## src/rtl/led_button_pkg.sv

```systemverilog
// ---------------------------------------------------------------------------
// led_button_pkg
// Shared definitions for the push-button / LED channel array.
//   chan_state_t : per-channel FSM state, 3 bits wide so the long-press
//                  hold state has an encoding even in builds without it.
//   cnt_width()  : width of a counter that must hold values 0..max_count.
// ---------------------------------------------------------------------------
package led_button_pkg;

   typedef enum logic [2:0] {
      IDLE_OFF    = 3'd0,
      PRESSED_OFF = 3'd1,
      IDLE_ON     = 3'd2,
      PRESSED_ON  = 3'd3,
      LONG_HELD   = 3'd4
   } chan_state_t;

   // One extra bit beyond clog2 so the counter never wraps before its
   // terminal compare, even when max_count is a power of two.
   function automatic int cnt_width(input int max_count);
      return $clog2(max_count) + 1;
   endfunction

endpackage

```

## src/rtl/led_button_chan.sv

```systemverilog
// ---------------------------------------------------------------------------
// led_button_chan
// One button/LED channel: two-flop synchroniser, counter debouncer and a
// toggle FSM that flips the LED when a debounced press is released.
//
// Optional feature macro: LONG_PRESS_EN
//   When defined, a hold counter runs while the button is pressed; holding
//   for LONG_CYCLES cycles parks the channel in LONG_HELD (LED off) and
//   strobes long_press. Releasing from LONG_HELD returns to IDLE_OFF with
//   no toggle strobe. When undefined, long_press is tied to 0.
//
// Ports:
//   clk          in   rising-edge clock
//   rst          in   synchronous active-high reset
//   p            in   raw asynchronous button level, 1 = pressed
//   led          out  LED drive, 1 = on (decoded from the state register)
//   toggle_pulse out  one-cycle strobe coincident with a new LED value
//   long_press   out  one-cycle strobe on long-press detection
// ---------------------------------------------------------------------------
module led_button_chan
   import led_button_pkg::*;
#(
   parameter int DEBOUNCE_CYCLES = 4,
   parameter int LONG_CYCLES     = 16
) (
   input  logic clk,
   input  logic rst,
   input  logic p,
   output logic led,
   output logic toggle_pulse,
   output logic long_press
);

   localparam int DB_W = cnt_width(DEBOUNCE_CYCLES);

   // Reject nonsensical parameterisations at elaboration time.
   if (DEBOUNCE_CYCLES < 1 || LONG_CYCLES < 2) begin : g_param_check
      $error("led_button_chan: DEBOUNCE_CYCLES must be >= 1 and LONG_CYCLES >= 2");
   end

   logic            p_meta;
   logic            p_sync;
   logic            db;
   logic [DB_W-1:0] db_cnt;
   chan_state_t     state;
   chan_state_t     state_next;
   logic            toggle_next;

   // Two-flop synchroniser bringing the asynchronous button into clk.
   always_ff @(posedge clk) begin
      if (rst) begin
         p_meta <= 1'b0;
         p_sync <= 1'b0;
      end else begin
         p_meta <= p;
         p_sync <= p_meta;
      end
   end

   // Debouncer: db only follows p_sync after DEBOUNCE_CYCLES consecutive
   // mismatching samples; any agreement in between restarts the count.
   always_ff @(posedge clk) begin
      if (rst) begin
         db     <= 1'b0;
         db_cnt <= '0;
      end else if (p_sync == db) begin
         db_cnt <= '0;
      end else if (db_cnt == DB_W'(DEBOUNCE_CYCLES - 1)) begin
         db     <= p_sync;
         db_cnt <= '0;
      end else begin
         db_cnt <= db_cnt + DB_W'(1);
      end
   end

`ifdef LONG_PRESS_EN
   localparam int HOLD_W = cnt_width(LONG_CYCLES);

   logic [HOLD_W-1:0] hold_cnt;
   logic              hold_done;
   logic              long_next;

   assign hold_done = (hold_cnt == HOLD_W'(LONG_CYCLES - 1));

   // Hold counter measures how long the current press has lasted; it is
   // cleared in every non-pressed state so each press starts from zero.
   always_ff @(posedge clk) begin
      if (rst) begin
         hold_cnt   <= '0;
         long_press <= 1'b0;
      end else begin
         long_press <= long_next;
         if (state == PRESSED_OFF || state == PRESSED_ON) begin
            hold_cnt <= hold_cnt + HOLD_W'(1);
         end else begin
            hold_cnt <= '0;
         end
      end
   end
`else
   assign long_press = 1'b0;
`endif

   // State register plus the registered toggle strobe, which lands in the
   // same cycle as the LED value it announces.
   always_ff @(posedge clk) begin
      if (rst) begin
         state        <= IDLE_OFF;
         toggle_pulse <= 1'b0;
      end else begin
         state        <= state_next;
         toggle_pulse <= toggle_next;
      end
   end

   // Next-state logic: the LED flips on release, not on press. A release
   // takes priority over long-press detection when both occur together.
   always_comb begin
      state_next  = state;
      toggle_next = 1'b0;
`ifdef LONG_PRESS_EN
      long_next   = 1'b0;
`endif
      case (state)
         IDLE_OFF: begin
            if (db) state_next = PRESSED_OFF;
         end
         PRESSED_OFF: begin
            if (!db) begin
               state_next  = IDLE_ON;
               toggle_next = 1'b1;
            end
`ifdef LONG_PRESS_EN
            else if (hold_done) begin
               state_next = LONG_HELD;
               long_next  = 1'b1;
            end
`endif
         end
         IDLE_ON: begin
            if (db) state_next = PRESSED_ON;
         end
         PRESSED_ON: begin
            if (!db) begin
               state_next  = IDLE_OFF;
               toggle_next = 1'b1;
            end
`ifdef LONG_PRESS_EN
            else if (hold_done) begin
               state_next = LONG_HELD;
               long_next  = 1'b1;
            end
`endif
         end
`ifdef LONG_PRESS_EN
         LONG_HELD: begin
            if (!db) state_next = IDLE_OFF;
         end
`endif
         default: begin
            state_next = IDLE_OFF;
         end
      endcase
   end

   assign led = (state == IDLE_ON) || (state == PRESSED_ON);

endmodule

```

## src/rtl/led_button_array.sv

```systemverilog
// ---------------------------------------------------------------------------
// led_button_array
// CHANNELS independent button/LED toggle channels, processed in parallel.
// Optional feature macro: LONG_PRESS_EN (see led_button_chan).
//
// Ports:
//   clk          in   rising-edge clock
//   rst          in   synchronous active-high reset
//   p            in   [CHANNELS] raw button levels, 1 = pressed
//   led          out  [CHANNELS] LED drive, 1 = on
//   toggle_pulse out  [CHANNELS] one-cycle strobe when an LED toggles
//   long_press   out  [CHANNELS] one-cycle long-press strobe (0 if disabled)
// ---------------------------------------------------------------------------
module led_button_array
   import led_button_pkg::*;
#(
   parameter int CHANNELS        = 4,
   parameter int DEBOUNCE_CYCLES = 4,
   parameter int LONG_CYCLES     = 16
) (
   input  logic                clk,
   input  logic                rst,
   input  logic [CHANNELS-1:0] p,
   output logic [CHANNELS-1:0] led,
   output logic [CHANNELS-1:0] toggle_pulse,
   output logic [CHANNELS-1:0] long_press
);

   // One self-contained channel per button; no shared state between them.
   for (genvar i = 0; i < CHANNELS; i++) begin : g_chan
      led_button_chan #(
         .DEBOUNCE_CYCLES (DEBOUNCE_CYCLES),
         .LONG_CYCLES     (LONG_CYCLES)
      ) u_chan (
         .clk          (clk),
         .rst          (rst),
         .p            (p[i]),
         .led          (led[i]),
         .toggle_pulse (toggle_pulse[i]),
         .long_press   (long_press[i])
      );
   end

endmodule

```

## config.mk

```make
export PLATFORM = sky130hd
export DESIGN_NAME = led_button_array
export DESIGN_NICKNAME = d
export VERILOG_FILES = /design/src/rtl/led_button_pkg.sv /design/src/rtl/led_button_chan.sv /design/src/rtl/led_button_array.sv
export SDC_FILE = /design/constraint.sdc
export NUM_CORES = 1
export LEC_CHECK = 0
export ABC_CLOCK_PERIOD_IN_PS = 3600
export CORE_AREA = 2 2 54 81
export DETAILED_ROUTE_END_ITERATION = 8
export DIE_AREA = 0 0 56 83
export HOLD_SLACK_MARGIN = 0.08
export PLACE_DENSITY_LB_ADDON = 0.08
export SYNTH_ARGS = -nofsm -noshare
export SYNTH_HDL_FRONTEND = slang
export SYNTH_SLANG_ARGS = --single-unit
export TNS_END_PERCENT = 1
```

## constraint.sdc

```tcl
create_clock -name clk -period 3.6 [get_ports clk]
set_input_delay 0.36 -clock clk [delete_from_list [all_inputs] [get_ports clk]]
set_output_delay 0.36 -clock clk [all_outputs]
set_load 0.02 [all_outputs]
```

# Word level (Yosys, flattened, before mapping)
# Index checks and enable logic that the tools add are counted.
[word_totals]
reg_bits = 40
word_cells = 124
[classes]
muxes = 24
add_sub_neg = 4
eq_ne = 36
reduce_logical = 28
bitwise = 8
[ops]
columns = ["operator", "count"]
rows = [
  ["3-bit 2-to-1 mux", 16],
  ["3-bit case mux with 4 select lines", 4],
  ["3-bit by 2-bit == test with 1-bit output (second input constant)", 12],
  ["2-bit by 1-bit inequality test with 1-bit output (second input constant)", 8],
  ["2-bit inequality test (second input constant)", 8],
  ["4-bit AND reduction", 4],
  ["2-bit OR reduction", 8],
  ["3-bit by 1-bit adder with 3-bit output (second input constant)", 4],
  ["3-bit by 1-bit == test with 1-bit output (second input constant)", 4],
  ["3-bit zero test", 4],
  ["3-bit OR reduction", 4],
  ["1-bit inverter", 8],
  ["2-bit AND reduction", 4],
  ["1-bit == test", 4],
  ["1-bit logical OR", 4],
  ["1-bit 2-to-1 mux", 4],
]

# Logic depth before layout (Yosys ltp)
[logic_depth]
word_depth = 4
mapped_depth = 5
ltp_nobuf = 5

# Hierarchy
# From an unflattened synthesis, not the netlist that was laid out.
[hier_totals]
cells_unflattened = 156
area_unflattened_um2 = 1616.6
[modules_own_cells]
columns = ["mod", "cells_each", "area_each_um2", "n_inst"]
rows = [
  ["led_button_chan", 39, 404.1, 4],
]

# Least setup slack after synthesis
# No wires, ideal clock.
[synth_timing]
kind = "reg2out"
startpoint = "reg g_chan[1].u_chan.state[0]"
endpoint = "out led[1]"
slack_ns = 2.161
stages_incl_launch_ff = 5
arrival_ns = 1.079
n_path_buf = 1
cell_sequence = "dfxtp_1 -> inv_1 -> ha_1 -> or2_2 -> buf_4"
[synth_via]
elab_chain_cells = 2
elab_cells_between_ends = 3
cone_classes = "eq/ne: 2; reduce/logical: 1"
[synth_rtl]
columns = ["item", "line_no", "text"]
rows = [
  ["from (decl)", "led_button_chan.sv:45", "chan_state_t state;"],
  ["from (signal assigned)", "led_button_chan.sv:111", "state <= state_next;"],
  ["3-bit by 2-bit == test with 1-bit output", "led_button_chan.sv:166", "assign led = (state == IDLE_ON) || (state == PRESSED_ON);"],
  ["1-bit logical OR *", "led_button_chan.sv:166", ""],
  ["to (decl)", "led_button_array.sv:24", "output logic [CHANNELS-1:0] led,"],
]
# Mark *: on every way between the ends. The rest lies on a longest branch, timed or not.

# Final worst setup path
[layout_timing]
startpoint = "reg g_chan[3].u_chan.state[0]"
endpoint = "out led[3]"
[layout_via]
elab_chain_cells = 2
elab_cells_between_ends = 3
cone_classes = "eq/ne: 2; reduce/logical: 1"
[layout_rtl]
columns = ["item", "line_no"]
rows = [
  ["from (decl)", "led_button_chan.sv:45"],
  ["from (signal assigned)", "led_button_chan.sv:111"],
  ["3-bit by 2-bit == test with 1-bit output", "led_button_chan.sv:166"],
  ["1-bit logical OR *", "led_button_chan.sv:166"],
]
# Marks and branches as above.

==> flow_summary.json <==
{
  "maxCapViolCount": 0,
  "crit_path_max_fanout": 5,
  "p_seq_frac": 0.558,
  "worstHoldPathType": "register to register",
  "finalSetupViolCount": 0,
  "io_pins": 18,
  "drcViolationCount": 0,
  "p_leak_nw": 0.798,
  "grt_max_degree": 24,
  "synth_cell_type_count": 29,
  "ff2ff_path_depth": 4,
  "finalMaxSlewViolations": 0,
  "dieArea_um2": 4650,
  "fmax_ghz": 0.455,
  "tns_ns": 0,
  "min_period_over_period": 0.611,
  "critPathLaunchType": "register",
  "row_count": 28,
  "holdWs_ns": 0.422,
  "required_ns": 3.24,
  "holdPathStages": 1,
  "fill_cells": 388,
  "port_buffers": 13,
  "vdd_drop_max_mv": 0.342,
  "layout_setup_ws_ns": 1.40,
  "antenna_cells": 0,
  "rsz0062_at_grt": "no",
  "p_clk_frac": 0.410,
  "ys_async_sr_fraction": 0,
  "yosys-top-cells-count": "36 x dfxtp_1, 25 x ha_1, 18 x nor2_1, 17 x inv_1, 12 x buf_4",
  "hpwl_mm": 1.85,
  "synthCells": 176,
  "synth-edff-count": 0,
  "met3WireLength_um": 120,
  "cp.arrival_ns": 1.84,
  "coreArea_um2": 3920,
  "p_int_mw": 0.585,
  "grt_remaining_overflow": 0,
  "cts_max_path_buffers": 2,
  "ant_nets": 0,
  "post-place-ws_ns": 1.67,
  "fin_cells": 228,
  "die_w_um": 56,
  "nets": 214,
  "grt_antenna_before_repair": 0,
  "max-slew-margin-rel": 0.478,
  "crit_path_end_kind": "output port",
  "powerDensity_nw_per_um2": 381,
  "grt_pass1_vias": 1075,
  "synth.top_cell.area_share": 0.419,
  "groute.usage.overall": 0.115,
  "worst_skew_pair.late_latency_ns": 0.28,
  "critPathKind": "register to output port",
  "drt-met1-wl_um": 943,
  "gp_routability_congestion": 0.747,
  "cts_resized": 0,
  "syn_area_per_cell_um2": 9.78,
  "synth_top_area_cell": "dfxtp_1",
  "drive_above_1_share": 0.0984,
  "postCtsSetupRepairBufs": 0,
  "htree_levels": 2,
  "wirelength_mm": 2.38,
  "syn-cell-area_um2": 1720,
  "pwr-share-comb": 0.032,
  "ys_seq_area_frac": 0.419,
  "first_iter_violations": 12,
  "synthFlopType": "dfxtp_1",
  "grt_pass1_wl_mm": 4.26,
  "synth_seq_cells": 36,
  "synth.area.top_cells": "dfxtp_1 42%, ha_1 18%, buf_4 5.2%",
  "vias_per_cell": 4.81,
  "worstMarginPinSlew_ns": 0.780,
  "power_switching_share": 0.196,
  "yosysWarnings": 0,
  "routed.top_layer": "met4",
  "clock_skew_ns": 0.00263,
  "status": "complete, no violations",
  "met2_length_mm": 1.26,
  "synth.most_common_cell": "dfxtp_1",
  "wl_per_cell_um": 10.4,
  "vias": 1097,
  "period_needed_ns": 2.20,
  "cts_tree": "built",
  "cts_hold_buf": 0,
  "clk_pin_slew_ns": 0.06,
  "p_sw_mw": 0.143,
  "cts-root-buf": "clkbuf_8",
  "initial_utilization": 0.438,
  "syn2layout_area_growth_pct": 11.1,
  "clock_sinks": 36,
  "hold_viol": 0,
  "firstDrtPassIters": 3,
  "cts-buffers-inserted": 5,
  "dp.cells": 221,
  "die_h_um": 83
}
[cell usage in the layout (no fill, tap or decap)]
| cell | n |
|---|---|
| a211o_1 | 1 |
| nand2b_1 | 6 |
| nor2_2 | 3 |
| o2111ai_1 | 1 |
| o21ai_0 | 2 |
| buf_4 | 1 |
| o211ai_1 | 1 |
| dfxtp_1 | 36 |
| or3_1 | 3 |
| nor2b_1 | 8 |
| or3_4 | 1 |
| o21a_1 | 1 |
| inv_1 | 17 |
| o31ai_1 | 2 |
| a21oi_1 | 6 |
| o21ba_2 | 1 |
| clkbuf_8 | 7 |
| nor3_1 | 7 |
| nor2_1 | 18 |
| clkdlybuf4s50_1 | 13 |
| mux2i_1 | 8 |
| xor2_1 | 1 |
| a311oi_2 | 1 |
| conb_1 | 4 |
| ha_1 | 25 |
| xnor2_1 | 4 |
| or4_1 | 1 |
| or2_2 | 4 |
[through the flow]
step,util,power [mW],area [um^2]
final,0.487,0.728,1910
after global routing,0.487,0.758,1910
after CTS,0.487,0.740,1910
after detailed placement,0.462,0.439,1810
after global placement,0.462,0.438,1810
after floorplan,-,0.434,1730
[worst paths after layout]
check / start / endpoint / slack, ns
max: g_chan[3].u_chan.state[0]$_SDFFE_PP0P_ / led[3] / 1.40
min: g_chan[1].u_chan.db_cnt[0]$_SDFF_PP0_ / g_chan[1].u_chan.db_cnt[0]$_SDFF_PP0_ / 0.42
max reg2reg: g_chan[3].u_chan.state[1]$_SDFFE_PP0P_ / g_chan[3].u_chan.state[0]$_SDFFE_PP0P_ / 2.08
min reg2reg: g_chan[1].u_chan.db_cnt[0]$_SDFF_PP0_ / g_chan[1].u_chan.db_cnt[0]$_SDFF_PP0_ / 0.42
[logic make-up (layout without fill, tap and decap cells)]
| group | Yosys count | count (layout) | synth area share |
|---|---|---|---|
| AO/OA/AOI/OAI | 16 | 16 | 0.0655 |
| buffers and inverters | 34 | 38 | 0.102 |
| other | 1 | 4 | 0.00218 |
| XOR/XNOR | 5 | 5 | 0.0255 |
| adder cells (fa/ha/maj) | 25 | 25 | 0.182 |
| flip-flops | 36 | 36 | 0.419 |
| AND/OR/NAND/NOR | 51 | 51 | 0.158 |
| multiplexers | 8 | 8 | 0.0465 |
[power groups by stage]
stage	clock [mW]	sequential, mW	combinational (mW)
2_1_floorplan	0	0.415	0.0189
3_3_place_gp	0	0.415	0.0231
3_5_place_dp	0	0.415	0.0239
4_1_cts	0.310	0.406	0.0240
5_1_grt	0.325	0.407	0.0262
6_report	0.298	0.406	0.0236
[worst max-delay path, cell delays in order, from the launching register on]
cell and delay (ns):
dfxtp_1 0.41, inv_1 0.10, ha_1 0.23, or2_2 0.28, clkdlybuf4s50_1 0.54
[per-layer routing]
metal | global-route usage | vias up
met1 | 0.104 | 507
met5 | 0 | -
met2 | 0.213 | 16
li1 | - | 568
met3 | 0.0467 | 6
met4 | 0.0584 | 0
[final cells by class]
| cell class | instances | area, um^2 | area share |
|---|---|---|---|
| multi-input combinational | 109 | 836 | 0.437 |
| sequential | 36 | 721 | 0.377 |
| timing repair buffer | 14 | 138 | 0.0720 |
| clock buffer | 7 | 96.3 | 0.0504 |
| inverter | 17 | 63.8 | 0.0334 |
| tap | 45 | 56.3 | 0.0295 |
[state kept, by name (all words and copies together) (netlist names)]
| name | cells |
|---|---|
| g_chan.u_chan.toggle_pulse | 4 |
| g_chan.u_chan.p_sync | 4 |
| g_chan.u_chan.db_cnt | 12 |
| g_chan.u_chan.p_meta | 4 |
| g_chan.u_chan.state | 8 |
| g_chan.u_chan.db | 4 |
Note: power is estimated with default switching activity, not from simulation.
